### src/rtl/wb_sel_sequencer.sv
// Write-back controller for the 6:1 register-file write mux.
// Decodes the RV32I opcode into mux select, write enable and destination register, and
// sequences multi-cycle loads by stalling the PC until the data memory answers.
//
// Optional feature: define WB_TIMEOUT_EN to abort loads that wait TIMEOUT_CYCLES cycles.
//
// Ports:
//   clk, rst       rising-edge clock, synchronous active-high reset
//   instr_valid    opcode/rd valid this cycle
//   opcode, rd     instr[6:0], instr[11:7]
//   mem_rd_ready   data memory read data valid
//   wb_sel         mux select: 000 ALU, 001 MEM, 010 PC+4, 011 IMM, 100 PC+IMM, 101 ZERO
//   reg_write      register file write enable
//   wb_rd          destination register for the write
//   mem_rd_req     data memory read request
//   pc_stall       hold PC / instruction this cycle
//   illegal_op     unsupported opcode while instr_valid
//   load_err       1-cycle pulse on load timeout
//   wait_cnt       wait cycles of the current/last load (saturating)
module wb_sel_sequencer #(
  parameter int unsigned SEL_W          = 3,
  parameter int unsigned CNT_W          = 8,
  parameter int unsigned TIMEOUT_CYCLES = 16
) (
  input  logic             clk,
  input  logic             rst,
  input  logic             instr_valid,
  input  logic [6:0]       opcode,
  input  logic [4:0]       rd,
  input  logic             mem_rd_ready,
  output logic [SEL_W-1:0] wb_sel,
  output logic             reg_write,
  output logic [4:0]       wb_rd,
  output logic             mem_rd_req,
  output logic             pc_stall,
  output logic             illegal_op,
  output logic             load_err,
  output logic [CNT_W-1:0] wait_cnt
);

  localparam logic [6:0] OpReg    = 7'b0110011;
  localparam logic [6:0] OpImm    = 7'b0010011;
  localparam logic [6:0] OpJal    = 7'b1101111;
  localparam logic [6:0] OpJalr   = 7'b1100111;
  localparam logic [6:0] OpLui    = 7'b0110111;
  localparam logic [6:0] OpAuipc  = 7'b0010111;
  localparam logic [6:0] OpStore  = 7'b0100011;
  localparam logic [6:0] OpBranch = 7'b1100011;
  localparam logic [6:0] OpSystem = 7'b1110011;
  localparam logic [6:0] OpLoad   = 7'b0000011;

  localparam logic [SEL_W-1:0] SelAlu   = SEL_W'(3'b000);
  localparam logic [SEL_W-1:0] SelMem   = SEL_W'(3'b001);
  localparam logic [SEL_W-1:0] SelPc4   = SEL_W'(3'b010);
  localparam logic [SEL_W-1:0] SelImm   = SEL_W'(3'b011);
  localparam logic [SEL_W-1:0] SelPcImm = SEL_W'(3'b100);
  localparam logic [SEL_W-1:0] SelZero  = SEL_W'(3'b101);

  localparam logic [CNT_W-1:0] CntMax = '1;

  typedef enum logic [0:0] {StIdle, StLdWait} state_e;

  state_e           state_q, state_d;
  logic [4:0]       rd_q, rd_d;
  logic [CNT_W-1:0] cnt_q, cnt_d;
  logic             wr_intent;
  logic             timeout;

`ifdef WB_TIMEOUT_EN
  localparam logic [CNT_W-1:0] TimeoutLast = CNT_W'(TIMEOUT_CYCLES - 1);
  assign timeout = (cnt_q == TimeoutLast);
`else
  logic unused_timeout_cycles;
  assign unused_timeout_cycles = ^TIMEOUT_CYCLES;
  assign timeout = 1'b0;
`endif

  assign wait_cnt = cnt_q;

  always_comb begin
    state_d    = state_q;
    rd_d       = rd_q;
    cnt_d      = cnt_q;
    wb_sel     = SelZero;
    wr_intent  = 1'b0;
    wb_rd      = rd;
    mem_rd_req = 1'b0;
    pc_stall   = 1'b0;
    illegal_op = 1'b0;
    load_err   = 1'b0;

    unique case (state_q)
      StIdle: begin
        if (instr_valid) begin
          unique case (opcode)
            OpReg, OpImm: begin
              wb_sel    = SelAlu;
              wr_intent = 1'b1;
            end
            OpJal, OpJalr: begin
              wb_sel    = SelPc4;
              wr_intent = 1'b1;
            end
            OpLui: begin
              wb_sel    = SelImm;
              wr_intent = 1'b1;
            end
            OpAuipc: begin
              wb_sel    = SelPcImm;
              wr_intent = 1'b1;
            end
            OpStore, OpBranch, OpSystem: begin
              wb_sel = SelZero;
            end
            OpLoad: begin
              // Ready is not looked at here, so every load spends at least one LD_WAIT cycle.
              mem_rd_req = 1'b1;
              pc_stall   = 1'b1;
              rd_d       = rd;
              cnt_d      = '0;
              state_d    = StLdWait;
            end
            default: illegal_op = 1'b1;
          endcase
        end
      end
      StLdWait: begin
        wb_sel     = SelMem;
        mem_rd_req = 1'b1;
        wb_rd      = rd_q;
        if (mem_rd_ready) begin
          // Data arriving in the timeout cycle still completes the load.
          wr_intent = 1'b1;
          state_d   = StIdle;
        end else begin
          pc_stall = 1'b1;
          if (cnt_q != CntMax) cnt_d = cnt_q + 1'b1;
          if (timeout) begin
            load_err = 1'b1;
            pc_stall = 1'b0;
            state_d  = StIdle;
          end
        end
      end
      default: state_d = StIdle;
    endcase

    // Writes to x0 are dropped, including load results.
    reg_write = wr_intent && (wb_rd != 5'd0);

    // Reset kills any in-flight load, including a same-cycle ready.
    if (rst) begin
      wb_sel     = SelZero;
      reg_write  = 1'b0;
      wb_rd      = 5'd0;
      mem_rd_req = 1'b0;
      pc_stall   = 1'b0;
      illegal_op = 1'b0;
      load_err   = 1'b0;
    end
  end

  always_ff @(posedge clk) begin
    if (rst) begin
      state_q <= StIdle;
      rd_q    <= 5'd0;
      cnt_q   <= '0;
    end else begin
      state_q <= state_d;
      rd_q    <= rd_d;
      cnt_q   <= cnt_d;
    end
  end

endmodule
### config.mk
export PLATFORM = sky130hd
export DESIGN_NAME = wb_sel_sequencer
export DESIGN_NICKNAME = d
export VERILOG_FILES = /design/src/rtl/wb_sel_sequencer.sv
export SDC_FILE = /design/constraint.sdc
export NUM_CORES = 1
export LEC_CHECK = 0
export ABC_AREA = 0
export CORE_MARGIN = 3
export CORE_UTILIZATION = 42
export DETAILED_ROUTE_END_ITERATION = 7
export PLACE_DENSITY = 0.8
export SYNTH_ARGS = -nofsm -noshare
export SYNTH_HDL_FRONTEND = slang
export SYNTH_SLANG_ARGS = --single-unit
### constraint.sdc
create_clock -name clk -period 2.3 [get_ports clk]
set_input_delay 0.46 -clock clk [delete_from_list [all_inputs] [get_ports clk]]
set_output_delay 0.46 -clock clk [all_outputs]
set_load 0.02 [all_outputs]
==> out/results.ini, run 1 <==
[synth]
synth_fa_ha_area_share_pct = 1.403
synth-compound-area-share_pct = 19.78
yosysWarnings = 0
synth_xor_area_share_pct = 0
syn_inst = 109
synth-simple-area-share_pct = 29.73
muxShareOfSynthArea_pct = 13.46
synth_seq_area_share_pct = 31.42
synth-edff-count = 0
ys_seq_elements = 14
ys_types = 37
synth_top_family_by_area = simple AND/OR/NAND/NOR gates
syn_area_per_cell_um2 = 8.184
netlist_area_um2 = 892.1
async_flop_share_pct = 0
synth_ff_type = dfxtp_1
synth_nets = 126

[placed_design]
dp_slack_ns = -0.9481
gp_congestion = 0.8254
dp.cells = 186
portBuffers = 35
dp_hpwl_um = 2142

[power]
p_total_uw = 521.2
p_comb_share_pct = 19.1
seqPwrFrac_pct = 46.6
p_clk_share_pct = 34.4
leakage_uw = 0.0006628
powerDensity_nw_per_um2 = 360.4
internal_power_uw = 389.8
p_sw_share_pct = 25.22
max-vdd-ir-drop_uv = 215.6
switching_power_uw = 131.5

[worst_setup_path]
crit_type = primary input to output port
worstPathCellList = buf_6 -> or3b_4 -> or4b_4 -> and3_4 -> o21ai_2 -> buf_6
cp_slowest_cell = or4b_4
cpMostUsedCell = buf_6
slowest_delay_ns = 0.49
cp_data_required_time_ns = 1.84
cp-end-kind = output port
critical_path.startpoint_type = primary input
crit_fanout = 2
crit_arrival_ns = 1.87

[cts]
clockRootBuffer = clkbuf_4
cts_tree = built
ctsHoldBuffers = 0
cts_made_buffers = 3
cts_max_path_buffers = 2
clock-sinks = 14
path_clk_slew_ns = 0.09
post_cts_buffers = 0
cts_max_level = 1
clock_latency_ns = 0.28

[final_layout]
utilization_pct = 72.98
drive_gt1_share_pct = 26.99
final_cells = 190
fin_nets = 181
syn_to_final_growth_pct = 62.13
diodes = 0
fillCellCount = 147

[floorplanning]
die_x_um = 52.09
core_um2 = 1982
die_h_um = 52.09
num_rows = 16
io_pins = 37
initial_core_util_pct = 45.01
die-area_um2 = 2713

[status]
violations = negative setup slack
outcome = finished, violations left

[detailed_routing]
avgRoutedWirePerCell_um = 14.97
first_pass_iters = 4
wl_um = 2845
drtIter0Drc = 23
drt-met1-wl_um = 1176
vias = 1047
met2WireLength_um = 1471
final_antenna_net_count = 0
vias_per_cell = 5.511
drc_errors = 0
top_layer_used = met4
dr_wl_met3_um = 150

[global_route]
gr-usage-all-layers_pct = 23.73
antenna_found_initial = 0
grt_pass1_vias = 1022
grt_overflow = 0
grt_max_degree = 21
grt_first_pass_wirelength_um = 4767

[sta]
setup_viol = 1
fin_skew_ns = 0.002519
slew_violations = 0
fmax_ghz = 0.4285
min_period_ns = 2.334
finalHoldViolCount = 0
post-route-period-util_pct = 101.5
setup_ws_ns = -0.03378
rsz0062_at_grt = true

[worst_hold_path]
holdCritPathClass = primary input to flip-flop

[flow_run]
drv_cap = 0

## power groups by stage
stage / logic (uW) / clock network [uW] / registers, uW
final: 99.4 / 179 / 243
after global routing: 107 / 196 / 243
after CTS: 97.5 / 181 / 243
after detailed placement: 103 / 0 / 248
after global placement: 101 / 0 / 248
after floorplan: 35.1 / 0 / 248
## metrics by stage
stage / setup TNS [ns] / instance area, um^2 / hold slack, ns
2_1_floorplan: 0 / 893.4 / 0.4771
3_3_place_gp: -4.090 / 1401 / 0.4971
3_5_place_dp: -4.553 / 1401 / 0.5162
4_1_cts: -0.04223 / 1416 / 0.5279
5_1_grt: -0.08448 / 1446 / 0.5380
6_report: -0.03378 / 1446 / 0.5006
## state kept, by name, indices dropped and copies added (netlist names)
signal	flops
rd_q	5
wait_cnt	8
state_q	1
## final timing paths
check	cells past startpoint	to	slack [ns]	from
max	6	wb_sel[2]	-0.03	opcode[6]
min	3	rd_q[1]$_SDFFE_PP0P_	0.50	rd[1]
max reg2reg	6	wait_cnt[3]$_SDFFE_PP0P_	0.58	state_q$_DFF_P_
min reg2reg	2	wait_cnt[5]$_SDFFE_PP0P_	0.53	wait_cnt[5]$_SDFFE_PP0P_
## layout by cell type (no fill, tap or decap), types with 3 or more instances in the layout
cell type        instances
buf_4                   20
nor2_1                  14
dfxtp_1                 14
mux2i_1                 12
clkdlybuf4s50_1         12
nand2_1                 11
dlygate4sd2_1            8
buf_2                    6
dlymetal6s2s_1           5
nand2b_1                 4
inv_1                    4
nand3_1                  4
a21oi_1                  3
o2111ai_1                3
clkbuf_4                 3
buf_6                    3
## synthesized netlist by cell type, drive strengths merged (3+ instances only)
master | n | share of area [%]
mux2i | 12 | 13
nand2 | 11 | 4.6
dfxtp | 14 | 31
o21ai | 3 | 2.1
nand3 | 5 | 3.4
a211oi | 3 | 2.5
a21oi | 5 | 2.8
inv | 4 | 1.7
nor2 | 15 | 6.3
nand2b | 4 | 2.8
o2111ai | 3 | 2.9
## cells by family (layout without fill, tap and decap cells)
group	count (synthesis)	in the layout
multiplexers	12	12
buffers and inverters	8	62
AND/OR/NAND/NOR	49	49
adder cells (fa/ha/maj)	1	1
other	1	1
flip-flops	14	14
AO/OA/AOI/OAI	24	24
## timing repair
action | 4_1_cts | 5_1_grt
pin swaps | 7 | 4
setup endpoints to repair | 9 | 10
gates resized for setup | 60 | 9
gates cloned | 0 | 0
## area by class of cell
cell class	instances	area, um^2	area share [%]
inverters	4	15.01	1.038
well taps	27	33.78	2.336
flip-flops and latches	14	280.3	19.38
multi-input cells	87	614.3	42.47
clock buffers	4	36.28	2.509
repair buffers	54	466.7	32.27
## critical path, delay by kind of cell
family,cells,cell delay [ns]
buffers and inverters,2,0.22
and+or+nand+nor,3,1.06
AOI/OAI and AO/OA,1,0.13
## metal layers
layer  GRT usage [%]  up-vias
li1                -      520
met1           28.35      484
met2           41.42       37
met3           4.298        6
met4           9.170        0
met5               0        -
(Power assumes the default switching activity.)
==> run 2, diff against run 1 <==
--- a/config.mk
+++ b/config.mk
@@ -9,7 +9,7 @@
 export CORE_MARGIN = 3
 export CORE_UTILIZATION = 42
 export DETAILED_ROUTE_END_ITERATION = 7
-export PLACE_DENSITY = 0.8
+export PLACE_DENSITY = 0.83
 export SYNTH_ARGS = -nofsm -noshare
 export SYNTH_HDL_FRONTEND = slang
 export SYNTH_SLANG_ARGS = --single-unit
==> run 2 against run 1 <==
  * Combinational power about the same
  * Fmax up 2.3%
  * Core utilization up 0.82 points
  * Final cell count down 0.53%
  * Critical path type unchanged
  * The run now ends clean
  * Wire length down 1.5%
  * Register-to-register slack about the same
  * Sequential cell count unchanged
  * Power about the same
  * Non-clock buffer count down 1
  * Via count up 0.67%
  * Clock power about the same
==> out/results.ini, run 2 (synthesized netlist as in run 1, its figures left out) <==
[status]
outcome = complete, no violations

[worst_setup_path]
r2r_end = wait_cnt[3]$_SDFFE_PP0P_
r2r_start = state_q$_DFF_P_
crit_type = primary input to output port
ff2ff_setup_slack_ns = 0.57
cp_slowest_cell = or4b_1
crit_buf_inv = 2
crit_fanout = 2
cp_top_family = simple AND/OR/NAND/NOR gates
reg2reg_depth = 6
worstPathCellList = buf_6 -> or3b_4 -> or4b_1 -> and3_4 -> o21ai_2 -> buf_6
critical_path.startpoint_type = primary input
crit_arrival_ns = 1.82
cp_data_required_time_ns = 1.84
cp-end-kind = output port
cp-startpoint = opcode[6]
slowest_delay_ns = 0.47
cpMostUsedCell = buf_6

[floorplanning]
num_rows = 16
initial_core_util_pct = 45.01
die_x_um = 52.09
die_h_um = 52.09
core_um2 = 1982
io_pins = 37
die-area_um2 = 2713

[cts]
path_clk_slew_ns = 0.09
cts_made_buffers = 3
cts_max_path_buffers = 2
cts_max_level = 1
post_cts_buffers = 0
cts_tree = built
ctsHoldBuffers = 0
clock_latency_ns = 0.27
clock-sinks = 14
clockRootBuffer = clkbuf_4

[worst_hold_path]
holdCritStartpoint = rd[0]
holdPathEnd = rd_q[0]$_SDFFE_PP0P_
hold_path_depth = 3
holdCritPathClass = primary input to flip-flop

[global_route]
gr-usage-all-layers_pct = 20.45
grt_first_pass_wirelength_um = 4367
busiest_layer = met2
grt_max_degree = 21
use_met1_pct = 24.70
grtUsageMet3_pct = 1.719
antenna_found_initial = 0
use_met2_pct = 37.45
grt_overflow = 0
grt_pass1_vias = 996

[final_layout]
fin_nets = 180
utilization_pct = 73.80
diodes = 0
layout_commonest_cell = buf_4
final_cells = 189
largest_register_ffs = 8
drive_gt1_share_pct = 25.93
syn_to_final_growth_pct = 63.95
layout_common_cells = buf_4 (18), nor2_1 (14), dfxtp_1 (14)

[detailed_routing]
avgRoutedWirePerCell_um = 14.83
vias_per_cell = 5.577
final_antenna_net_count = 0
drtIter0Drc = 29
wl_um = 2802
drc_errors = 0
vias = 1054
first_pass_iters = 4

[sta]
slew_violations = 0
rsz0062_at_grt = true
finalHoldViolCount = 0
fmax_ghz = 0.4383
min_period_ns = 2.281
hold_ws_ns = 0.5262
post-route-period-util_pct = 99.19
setup_viol = 0
fin_skew_ns = 0.002272
fin_tns_setup_ns = 0

[power]
powerDensity_nw_per_um2 = 356.3
p_total_uw = 521.2
leakage_uw = 0.0006870
max-vdd-ir-drop_uv = 256.7

[placed_design]
dp.cells = 185
dp_hpwl_um = 2035
portBuffers = 35
gp_congestion = 0.8181

[flow_run]
drv_cap = 0

-- run 2: cell types whose count changed in the layout (fill, tap and decap cells not counted), sizes merged --
cell           before  now
dlygate4sd2         8    4
buf                29   26
dlymetal6s2s        5    8
clkbuf              4    5
clkdlybuf4s15       0    1
clkdlybuf4s50      12   13
-- run 2: cell type report --
class	count	area, um^2
fill	134	519.2
timing repair buffer	53	480.5
tap	27	33.78
sequential	14	280.3
multi-input combinational	87	616.8
clock buffer	4	36.28
inverter	4	15.01
-- run 2: tightest hold or removal path: stages --
cell and delay, ns:
dlymetal6s2s_1 0.13, mux2i_1 0.09, nor2_1 0.08
-- run 2: routing by layer --
layer	wire length [um]	vias up	share of wire, %
li1	-	519	-
met1	1144	499	41
met2	1500	34	54
met3	135	2	4.8
met4	22	0	0.79
met5	0	-	0
-- run 2: timing repair --
action                                  CTS  global route
resized for setup                        50            13
pin swaps                                 6             3
hold endpoints to repair                  0             0
endpoints found under the setup margin    7            10
-- run 2: worst max-delay path by stage --
stage           endpoint  slack [ns]  cells past startpoint
3_5_place_dp   wb_sel[2]       -0.87                      6
5_1_grt        wb_sel[2]       -0.02                      6
3_3_place_gp   wb_sel[2]       -0.86                      6
6_report       wb_sel[2]        0.02                      6
2_1_floorplan  wb_sel[2]        0.09                      4
4_1_cts        wb_sel[2]      -0.003                      6
-- run 2: power breakdown --
part,switching [uW],internal (uW),leakage [uW],total [uW]
Sequential,0.273,242,0.000113,243
Clock,80.5,96.2,0.0000210,177
Combinational,47.4,54.3,0.000553,102
Total,128,393,0.000687,521
-- run 2: through the flow --
step	area, um^2	worst slack [ns]
floorplan	893.4	0.09295
global placement	1394	-0.8589
detailed placement	1394	-0.8701
CTS	1439	-0.002542
global route	1463	-0.02143
finish	1463	0.01871
